## src/rtl/dyser_credit_tx_pkg.sv

```systemverilog
// rtl/dyser_credit_tx_pkg.sv - shared dyser fabric word layout and tx FSM encodings
package dyser_credit_tx_pkg;

  localparam int META_W    = 2;
  localparam int VALID_BIT = 1;
  localparam int READY_BIT = 0;

  typedef enum logic [1:0] {
    ST_RUN   = 2'd0,
    ST_STALL = 2'd1,
    ST_CONF  = 2'd2
  } tx_state_e;

endpackage

```

## src/rtl/dyser_credit_tx_if.sv

```systemverilog
// rtl/dyser_credit_tx_if.sv - host, configuration and fabric signals of the credit transmitter
interface dyser_credit_tx_if
  import dyser_credit_tx_pkg::*;
#(
  parameter int DATA_WIDTH = 32,
  parameter int CREDITS    = 2,
  parameter int FIFO_DEPTH = 4
);

  logic                              host_valid;
  logic [DATA_WIDTH-1:0]             host_data;
  logic                              host_pred;
  logic                              host_ready;
  logic                              conf_en;
  logic [DATA_WIDTH-1:0]             conf_data;
  logic [DATA_WIDTH+META_W-1:0]      d_out;
  logic                              c_in;
  logic [$clog2(CREDITS+1)-1:0]      credit_cnt;
  logic [$clog2(FIFO_DEPTH+1)-1:0]   fifo_count;
  logic                              err_credit_ovf;

  modport slave (
    input  host_valid, host_data, host_pred, conf_en, conf_data, c_in,
    output host_ready, d_out, credit_cnt, fifo_count, err_credit_ovf
  );

  modport master (
    output host_valid, host_data, host_pred, conf_en, conf_data, c_in,
    input  host_ready, d_out, credit_cnt, fifo_count, err_credit_ovf
  );

endinterface

```

## src/rtl/dyser_tx_fifo.sv

```systemverilog
// rtl/dyser_tx_fifo.sv - host-side word buffer, power-of-two depth, head visible combinationally
module dyser_tx_fifo #(
  parameter int WIDTH = 33,
  parameter int DEPTH = 4
) (
  input  logic                           clk,
  input  logic                           rst,
  input  logic                           i_push,
  input  logic [WIDTH-1:0]               i_data,
  input  logic                           i_pop,
  output logic [WIDTH-1:0]               o_data,
  output logic                           o_full,
  output logic                           o_empty,
  output logic [$clog2(DEPTH+1)-1:0]     o_count
);

  localparam int PW = $clog2(DEPTH);
  localparam int CW = $clog2(DEPTH+1);

  logic [WIDTH-1:0] r_mem [DEPTH];
  logic [PW-1:0]    r_wr_ptr;
  logic [PW-1:0]    r_rd_ptr;
  logic [CW-1:0]    r_count;
  logic             w_do_push;
  logic             w_do_pop;

  assign o_full    = (r_count == CW'(DEPTH));
  assign o_empty   = (r_count == '0);
  assign o_count   = r_count;
  assign o_data    = r_mem[r_rd_ptr];
  assign w_do_push = i_push && !o_full;
  assign w_do_pop  = i_pop && !o_empty;

  always_ff @(posedge clk) begin
    if (w_do_push) r_mem[r_wr_ptr] <= i_data;
  end

  // Pointers wrap by natural overflow because DEPTH is a power of two
  always_ff @(posedge clk or posedge rst) begin
    if (rst) begin
      r_wr_ptr <= '0;
      r_rd_ptr <= '0;
      r_count  <= '0;
    end else begin
      if (w_do_push) r_wr_ptr <= r_wr_ptr + PW'(1);
      if (w_do_pop)  r_rd_ptr <= r_rd_ptr + PW'(1);
      if (w_do_push && !w_do_pop)      r_count <= r_count + CW'(1);
      else if (w_do_pop && !w_do_push) r_count <= r_count - CW'(1);
    end
  end

endmodule

```

## src/rtl/dyser_credit_tx.sv

```systemverilog
// rtl/dyser_credit_tx.sv - credit-based dyser fabric transmitter with config passthrough
module dyser_credit_tx
  import dyser_credit_tx_pkg::*;
#(
  parameter int DATA_WIDTH = 32,
  parameter int CREDITS    = 2,
  parameter int FIFO_DEPTH = 4
) (
  input  logic              clk,
  input  logic              rst,
  dyser_credit_tx_if.slave  tx
);

  localparam int               CW   = $clog2(CREDITS+1);
  localparam int               FW   = DATA_WIDTH + 1;
  localparam int               OW   = DATA_WIDTH + META_W;
  localparam logic [CW-1:0]    CMAX = CW'(CREDITS);

  tx_state_e                          r_state;
  tx_state_e                          w_next;
  logic [CW-1:0]                      r_credit;
  logic                               r_ovf;
  logic [OW-1:0]                      r_dout;
  logic [OW-1:0]                      w_word;
  logic [FW-1:0]                      w_head;
  logic                               w_full;
  logic                               w_empty;
  logic                               w_push;
  logic                               w_pop;
  logic                               w_cin;
  logic [$clog2(FIFO_DEPTH+1)-1:0]    w_count;

  assign w_push = tx.host_valid && !w_full;
  // Configuration request takes priority over a pending send on the same edge
  assign w_pop  = (r_state == ST_RUN) && !tx.conf_en && !w_empty && (r_credit != '0);
  assign w_cin  = tx.c_in && (r_state != ST_CONF);

  dyser_tx_fifo #(.WIDTH(FW), .DEPTH(FIFO_DEPTH)) u_fifo (
    .clk     (clk),
    .rst     (rst),
    .i_push  (w_push),
    .i_data  ({tx.host_data, tx.host_pred}),
    .i_pop   (w_pop),
    .o_data  (w_head),
    .o_full  (w_full),
    .o_empty (w_empty),
    .o_count (w_count)
  );

  always_comb begin
    w_next = r_state;
    if (r_state == ST_CONF) begin
      if (!tx.conf_en) w_next = ST_RUN;
    end else if (tx.conf_en) begin
      w_next = ST_CONF;
    end else if (r_state == ST_RUN) begin
      if (w_pop && (r_credit == CW'(1)) && !w_cin) w_next = ST_STALL;
    end else if (w_cin) begin
      w_next = ST_RUN;
    end
  end

  always_ff @(posedge clk or posedge rst) begin
    if (rst) r_state <= ST_RUN;
    else     r_state <= w_next;
  end

  always_ff @(posedge clk or posedge rst) begin
    if (rst) begin
      r_credit <= CMAX;
      r_ovf    <= 1'b0;
    end else if (r_state == ST_CONF) begin
      if (!tx.conf_en) r_credit <= CMAX;
    end else if (w_pop && !w_cin) begin
      r_credit <= r_credit - CW'(1);
    end else if (w_cin && !w_pop) begin
      if (r_credit == CMAX) r_ovf    <= 1'b1;
      else                  r_credit <= r_credit + CW'(1);
    end
  end

  always_comb begin
    w_word            = '0;
    w_word[OW-1:2]    = w_head[FW-1:1];
    w_word[VALID_BIT] = w_head[0];
    w_word[READY_BIT] = 1'b1;
  end

  always_ff @(posedge clk or posedge rst) begin
    if (rst)        r_dout <= '0;
    else if (w_pop) r_dout <= w_word;
    else            r_dout <= '0;
  end

  assign tx.d_out          = (r_state == ST_CONF) ? {tx.conf_data, 2'b00} : r_dout;
  assign tx.host_ready     = !w_full;
  assign tx.credit_cnt     = r_credit;
  assign tx.fifo_count     = w_count;
  assign tx.err_credit_ovf = r_ovf;

endmodule

```

## src/flat_wrapper.sv

```systemverilog
// flat-port wrapper written by rule: the top's interface ports become plain ports
module dyser_credit_tx_flat import dyser_credit_tx_pkg::*;
#(
  parameter int DATA_WIDTH = 32,
  parameter int CREDITS    = 2,
  parameter int FIFO_DEPTH = 4
)
  (clk, rst, tx_host_valid, tx_host_data, tx_host_pred, tx_conf_en, tx_conf_data, tx_c_in, tx_host_ready, tx_d_out, tx_credit_cnt, tx_fifo_count, tx_err_credit_ovf);
  dyser_credit_tx_if #(.DATA_WIDTH(DATA_WIDTH), .CREDITS(CREDITS), .FIFO_DEPTH(FIFO_DEPTH)) tx_i ();
  input  logic clk;
  input  logic rst;
  input wire logic [$bits(tx_i.host_valid)-1:0] tx_host_valid;
  input wire logic [$bits(tx_i.host_data)-1:0] tx_host_data;
  input wire logic [$bits(tx_i.host_pred)-1:0] tx_host_pred;
  input wire logic [$bits(tx_i.conf_en)-1:0] tx_conf_en;
  input wire logic [$bits(tx_i.conf_data)-1:0] tx_conf_data;
  input wire logic [$bits(tx_i.c_in)-1:0] tx_c_in;
  output wire logic [$bits(tx_i.host_ready)-1:0] tx_host_ready;
  output wire logic [$bits(tx_i.d_out)-1:0] tx_d_out;
  output wire logic [$bits(tx_i.credit_cnt)-1:0] tx_credit_cnt;
  output wire logic [$bits(tx_i.fifo_count)-1:0] tx_fifo_count;
  output wire logic [$bits(tx_i.err_credit_ovf)-1:0] tx_err_credit_ovf;
  assign tx_i.host_valid = tx_host_valid;
  assign tx_i.host_data = tx_host_data;
  assign tx_i.host_pred = tx_host_pred;
  assign tx_i.conf_en = tx_conf_en;
  assign tx_i.conf_data = tx_conf_data;
  assign tx_i.c_in = tx_c_in;
  assign tx_host_ready = tx_i.host_ready;
  assign tx_d_out = tx_i.d_out;
  assign tx_credit_cnt = tx_i.credit_cnt;
  assign tx_fifo_count = tx_i.fifo_count;
  assign tx_err_credit_ovf = tx_i.err_credit_ovf;
  dyser_credit_tx #(.DATA_WIDTH(DATA_WIDTH), .CREDITS(CREDITS), .FIFO_DEPTH(FIFO_DEPTH)) u_core (.clk(clk), .rst(rst), .tx(tx_i));
endmodule
```

## config.mk

```make
export PLATFORM = sky130hd
export DESIGN_NAME = dyser_credit_tx_flat
export DESIGN_NICKNAME = d
export VERILOG_FILES = /design/src/rtl/dyser_credit_tx_pkg.sv /design/src/rtl/dyser_credit_tx_if.sv /design/src/rtl/dyser_tx_fifo.sv /design/src/rtl/dyser_credit_tx.sv /design/src/flat_wrapper.sv
export SDC_FILE = /design/constraint.sdc
export NUM_CORES = 1
export LEC_CHECK = 0
export CAP_MARGIN = 20
export CORE_MARGIN = 8
export CORE_UTILIZATION = 54
export CTS_CLUSTER_DIAMETER = 80
export DETAILED_ROUTE_END_ITERATION = 6
export PLACE_DENSITY = 0.77
export SYNTH_ARGS = -nofsm -noshare
export SYNTH_HDL_FRONTEND = slang
export SYNTH_HIERARCHICAL = 1
export SYNTH_SLANG_ARGS = --single-unit
```

## constraint.sdc

```tcl
create_clock -name clk -period 3 [get_ports clk]
set_input_delay 0.45 -clock clk [delete_from_list [all_inputs] [get_ports clk]]
set_output_delay 0.45 -clock clk [all_outputs]
set_load 0.01 [all_outputs]
```

==> metrics.csv, run 1 <==
metric;value;unit
synth_top_area_share;55.56;%
num_rows;42;
grt_util_met2;32.30;%
cap_violations;0;
via_per_inst;5.380;
cp_max_fo;35;
yosys-top-cells-area;edfxtp_1, dfrtp_1, mux4_2;
hp-class;input pin to async pin;
finalClockSkew;0.005392;ns
cts_setup_buffers;0;
clock_tree.buffer_depth;2;
maxSlewViolCount;0;
fp.dieW;130.9;microns
p_leak;0.003488;uW
grt_util_met3;4.627;%
area.growth.synth_to_final;25.99;%
final_area;8989;sq um
maxSlewHeadroom;38.81;%
post-route-period-util;95.31;%
cts.clk_slew.worst_paths;0.06;ns
n_antenna_cell;0;
drc;0;
yosysWarnings;6;
top_usage_layer;met2;
power_density;840.1;nW/um^2
grt_setup_unrepaired;yes;
grtUsageTotal;18.41;%
fin_crit;2.859;ns
die_y;130.9;microns
ios;111;
cts_tree;built;
fin_nets;629;
overflow;0;
port_buffers;110;
clockRootBuffer;clkbuf_16;
ys_async_sr_fraction;25.84;%
detail-route-antenna-nets;0;
cp.required;2.55;ns
wirelength;14630;microns
gp_congestion;0.7475;
die_area;17150;sq um
cp-start-kind;flip-flop;
synth-seq-cells;178;
syn_inst;436;
dp.final_hpwl;9077;microns
drive_gt1_share;14.74;%
tightest_slew;0.9164;ns
synth.cell_area;7134;sq um
cts_hold_buf;0;
syn_nets;515;
grt_pass1_vias;4372;
cp-end-kind;output pin;
vias;3976;
insertion_delay;0.42;ns
gr-usage-met1;21.05;%
fmax;349.8;MHz
antenna_found_initial;0;
synth_area_leader_cell;edfxtp_1;
ys.flop_type;edfxtp_1;
ys_types;37;
seq_area_frac_synth;71.71;%
wl_per_cell;19.79;microns
dpl_cell_area;8441;sq um
setup_slack;0.1408;ns
cts.sinks;178;
ir_worst_vdd;440.5;uV
status;finished clean;
core_region_area;13090;sq um
cts-htree-levels;4;
drt_pass1_iterations;4;
setup_violations;0;
finalPower;7551;uW
drt_first_iter_violations;295;
final_cell_mix;edfxtp_1, clkdlybuf4s50_1, nand2_1;
place_ws;0.5047;ns
crit_type;flip-flop to output pin;
crit_arrival;2.41;ns
grt_max_degree;40;
start_util;54.52;%
hold_viol;0;
cts_buffers;17;
syn_avg_cell_area;16.36;sq um
final_common_cell;edfxtp_1;
grt_pass1_wl;22990;microns
synth-edff-count;132;
## logic make-up (layout without fill, tap and decap cells)
| logic type | Yosys count | in the layout | synth area share, % |
|---|---|---|---|
| simple gates | 161 | 161 | 10.72 |
| buf+inv | 36 | 163 | 2.999 |
| xor+xnor | 6 | 6 | 0.7366 |
| fa+ha+maj | 9 | 9 | 1.684 |
| mux | 35 | 35 | 11.05 |
| flops | 178 | 178 | 71.71 |
| compound gates | 11 | 11 | 1.105 |
## state kept, by name, summed over array words and instances (netlist names)
signal	count
u_core/u_fifo/r_mem	132
u_core/r_dout	34
u_core/u_fifo/o_count	3
u_core/r_state	2
u_core/tx.credit_cnt	2
u_core/u_fifo/r_rd_ptr	2
u_core/u_fifo/r_wr_ptr	2
u_core/tx.err_credit_ovf	1
## routing by layer
| layer | vias to the layer above | wire, microns |
|---|---|---|
| li1 | 1843 | - |
| met2 | 121 | 7807 |
| met4 | 0 | 239 |
| met5 | - | 0 |
| met3 | 20 | 800 |
| met1 | 1992 | 5778 |
## Yosys cell counts (2+ instances only)
cell	number
inv_1	9
buf_12	3
nand2b_1	2
or3_1	2
xnor2_1	4
mux4_2	28
dfrtp_1	45
nand2_1	96
nor3b_1	2
nor3_1	4
or4_1	2
nor2_1	3
and3_1	35
nor2b_1	3
xor2_1	2
buf_2	6
edfxtp_1	132
buf_6	3
clkbuf_1	15
a21oi_1	4
nand3_1	2
mux4_1	5
ha_1	8
a2111oi_0	2
and2_1	7
## area by class of cell
class | instances | area (sq um)
Inverter | 9 | 33.78
Clock inverter | 6 | 57.56
Timing Repair Buffer | 122 | 1241
Clock buffer | 26 | 489.2
Multi-Input combinational cell | 222 | 1827
Sequential cell | 178 | 5120
Tap cell | 176 | 220.2
Fill cell | 872 | 4096
## report_power, final
group	switching, uW	leakage [uW]	internal [uW]
sequential	327	0.00180	3220
combinational	896	0.00142	1080
clock	825	0.000268	1200
total	2050	0.00349	5500
## per-stage QoR
step | setup TNS (ns) | utilization [%] | std cells | hold slack [ns]
6_report | 0 | 68.69 | 739 | 0.3311
5_1_grt | -0.01344 | 68.69 | 739 | 0.3400
3_3_place_gp | 0 | 64.51 | 707 | 0.4659
4_1_cts | 0 | 68.68 | 739 | 0.3274
2_1_floorplan | 0 | - | 436 | 0.2534
3_5_place_dp | 0 | 64.51 | 707 | 0.4711
## worst paths after layout
path | end | cells after the start | startpoint | slack, ns
max | tx_d_out[18] | 4 | u_core/r_state[0] | 0.14
min | u_core/u_fifo/r_wr_ptr[0] | 2 | rst | 0.33
max reg2reg | u_core/u_fifo/o_count[2] | 10 | u_core/u_fifo/o_count[0] | 0.61
min reg2reg | u_core/tx.err_credit_ovf | 1 | u_core/tx.err_credit_ovf | 0.48
max in group asynchronous | u_core/r_state[1] | 2 | rst | 1.78
min in group clk | u_core/tx.err_credit_ovf | 1 | u_core/tx.err_credit_ovf | 0.48
## worst max-delay path, stage by stage (launching register included)
cell and delay [ns]:
dfrtp_1 0.47, nand2b_2 0.65, nand2_1 0.20, nand2_1 0.12
clkdlybuf4s50_1 0.54
## what timing repair did
item | CTS | global route
hold endpoints to repair | 0 | 0
endpoints found under the setup margin | 0 | 15
resized for setup | 0 | 1
Note: power is estimated with default switching activity, not from simulation.
==> run 2, diff against run 1 <==
--- a/config.mk
+++ b/config.mk
@@ -9,8 +9,10 @@
 export CORE_MARGIN = 8
 export CORE_UTILIZATION = 54
 export CTS_CLUSTER_DIAMETER = 80
+export CTS_CLUSTER_SIZE = 40
 export DETAILED_ROUTE_END_ITERATION = 6
 export PLACE_DENSITY = 0.77
+export SETUP_SLACK_MARGIN = 0.5
 export SYNTH_ARGS = -nofsm -noshare
 export SYNTH_HDL_FRONTEND = slang
 export SYNTH_HIERARCHICAL = 1
==> run 2 against run 1 <==
Compared with the run above:
- non-clock buffer count increased by 6
- via count increased by 2.0%
- worst setup slack improved by 0.41 ns
- register-to-register slack improved by 0.08 ns
- cell area increased by 1.4%
- first-iteration DRC count increased by 25%
- worst hold slack got worse by 0.0025 ns
- die area unchanged
- power increased by 0.75%
- largest power group unchanged
- highest routed layer unchanged
==> metrics.csv, run 2 (synthesis gave the netlist of run 1 again) <==
metric;value;unit;change
status;finished clean;;
antenna_found_initial;0;;unchanged
die_y;130.9;microns;unchanged
drive_gt1_share;16.43;%;+1.7 points
rrSetupSlack;0.69;ns;+0.08 ns
finalPower;7607;uW;+0.75%
cp-end-kind;output pin;;
crit_type;flip-flop to output pin;;
cpPeakStageDelay;0.54;ns;-0.11 ns
hold_viol;0;;unchanged
post-route-period-util;81.57;%;-14 points
hp-class;input pin to async pin;;
core_region_area;13090;sq um;unchanged
pwr-share-comb;26.5;%;+0.4 points
tightest_slew;0.9251;ns;+0.008675 ns
hold_slack;0.3286;ns;-0.002507 ns
final_area;9119;sq um;+1.4%
crit_arrival;2.00;ns;-0.41 ns
internal_power;5526;uW;+0.42%
start_util;54.52;%;unchanged
maxSlewViolCount;0;;unchanged
via_per_inst;5.420;;+0.73%
place_ws;0.5047;ns;unchanged
ir_worst_vdd;439.9;uV;-0.14%
reg2reg_to;u_core/u_fifo/o_count[1];;
p_switching;2081;uW;+1.6%
maxSlewHeadroom;38.24;%;-0.58 points
dpl_cell_area;8441;sq um;unchanged
wl_per_cell;20.50;microns;+3.6%
drt_pass1_iterations;4;;unchanged
cp-start-kind;flip-flop;;
die_area;17150;sq um;unchanged
fin_nets;638;;+1.4%
cts-htree-levels;4;;unchanged
p_leak;0.003589;uW;+2.9%
overflow;0;;unchanged
seqPwrFrac;46.8;%;-0.2 points
vias;4054;;+2.0%
final_cell_mix;edfxtp_1, clkdlybuf4s50_1, nand2_1;;
cts_tree;built;;
fin_crit;2.447;ns;-0.4121 ns
grtUsageTotal;19.29;%;+0.88 points
crit_path_frequent_cell;nand2_1;;
power_density;834.2;nW/um^2;-0.69%
crit_chain;nand2b_4 > buf_12 > nand2_1 > nand2_1 > clkdlybuf4s50_1;;
port_buffers;110;;unchanged
setup_slack;0.5530;ns;+0.4121 ns
final_common_cell;edfxtp_1;;
grt_pass1_wl;23910;microns;+4.0%
fmax;408.7;MHz;+17%
drc;0;;unchanged
dp.final_hpwl;9077;microns;unchanged
fin_setup_tns;0;ns;unchanged
cts.clk_slew.worst_paths;0.06;ns;about the same
finalClockSkew;0.005651;ns;+0.0002593 ns
clock_tree.buffer_depth;2;;unchanged
detail-route-antenna-nets;0;;unchanged
grt_pass1_vias;4475;;+2.4%
cp_max_fo;14;;-60%
drt_first_iter_violations;368;;+25%
cap_violations;0;;unchanged
gp_congestion;0.7475;;unchanged
wirelength;15340;microns;+4.9%
ios;111;;unchanged
swShare;27.36;%;+0.24 points
insertion_delay;0.42;ns;about the same
largest_reg_flops;132;;unchanged
area.growth.synth_to_final;27.81;%;
cts_buffers;17;;unchanged
grt_max_degree;40;;unchanged
n_antenna_cell;0;;unchanged
clockRootBuffer;clkbuf_16;;
clockPowerShare;26.7;%;-0.2 points
slowest_stage;clkdlybuf4s50_1;;
fp.dieW;130.9;microns;unchanged
setup_violations;0;;unchanged
cts.sinks;178;;unchanged
largest_register;u_core/u_fifo/r_mem;;
grt_setup_unrepaired;yes;;
cp.required;2.55;ns;about the same
num_rows;42;;unchanged
r2r_start;u_core/tx.credit_cnt[1];;
ff2ff_path_depth;9;;-1
==> run 2: changes by cell type in the layout (fill, tap and decap cells not counted), sizes merged <==
cell / previous run / this run
nor2b: 3 / 5
clkdlybuf4s50: 110 / 107
dlymetal6s2s: 0 / 3
nand2b: 2 / 3
buf: 12 / 18
==> run 2: repair_timing <==
item,4_1_cts,5_1_grt
setup endpoints to repair,34,28
hold buffers,0,0
cloned,3,0
resized for setup,6,4
buffers inserted,4,2
==> run 2: layout make-up <==
type | instances | area (sq um)
repair buffers | 128 | 1319
clock inverters | 6 | 57.56
inverters | 9 | 33.78
well taps | 176 | 220.2
multi-input cells | 225 | 1878
flip-flops and latches | 178 | 5121
clock buffers | 26 | 489.2
fillers | 860 | 3966
==> run 2: metrics by stage <==
step / utilization [%] / std cells
after detailed placement: 64.51 / 707
after global routing: 69.69 / 748
after global placement: 64.51 / 707
final: 69.69 / 748
after CTS: 69.48 / 746
after floorplan: - / 436
==> run 2: how the worst max path moves through the flow <==
stage | end | start | slack (ns)
after CTS | tx_d_out[7] | u_core/r_state[1] | 0.52
after global routing | tx_d_out[18] | u_core/r_state[0] | 0.47
after floorplan | u_core/u_fifo/o_count[1] | u_core/tx.credit_cnt[1] | 0.60
after detailed placement | u_core/u_fifo/o_count[2] | tx_conf_en | 0.50
after global placement | u_core/u_fifo/o_count[2] | tx_conf_en | 0.58
final | tx_d_out[18] | u_core/r_state[0] | 0.55
==> run 2: worst max-delay path: cells and delay by family, from the launching register on <==
family	cells	cell delay (ns)
buffers and inverters	2	0.68
flip-flops	1	0.52
AND/OR/NAND/NOR	3	0.37
==> run 2: routing by layer <==
layer / wire (microns) / GRT usage (%) / vias to the layer above
met1: 6060 / 21.98 / 2043
met2: 8075 / 33.66 / 119
met3: 857 / 4.911 / 24
li1: - / - / 1868
met5: 0 / 0 / -
met4: 342 / 8.575 / 0
==> run 2: power by group through the flow <==
stage / registers (uW) / logic [uW] / clock network [uW]
after floorplan: 3410 / 1460 / 0
after global placement: 3570 / 1930 / 0
after detailed placement: 3610 / 1980 / 0
after CTS: 3570 / 2040 / 2060
after global routing: 3620 / 2180 / 2170
final: 3560 / 2010 / 2030
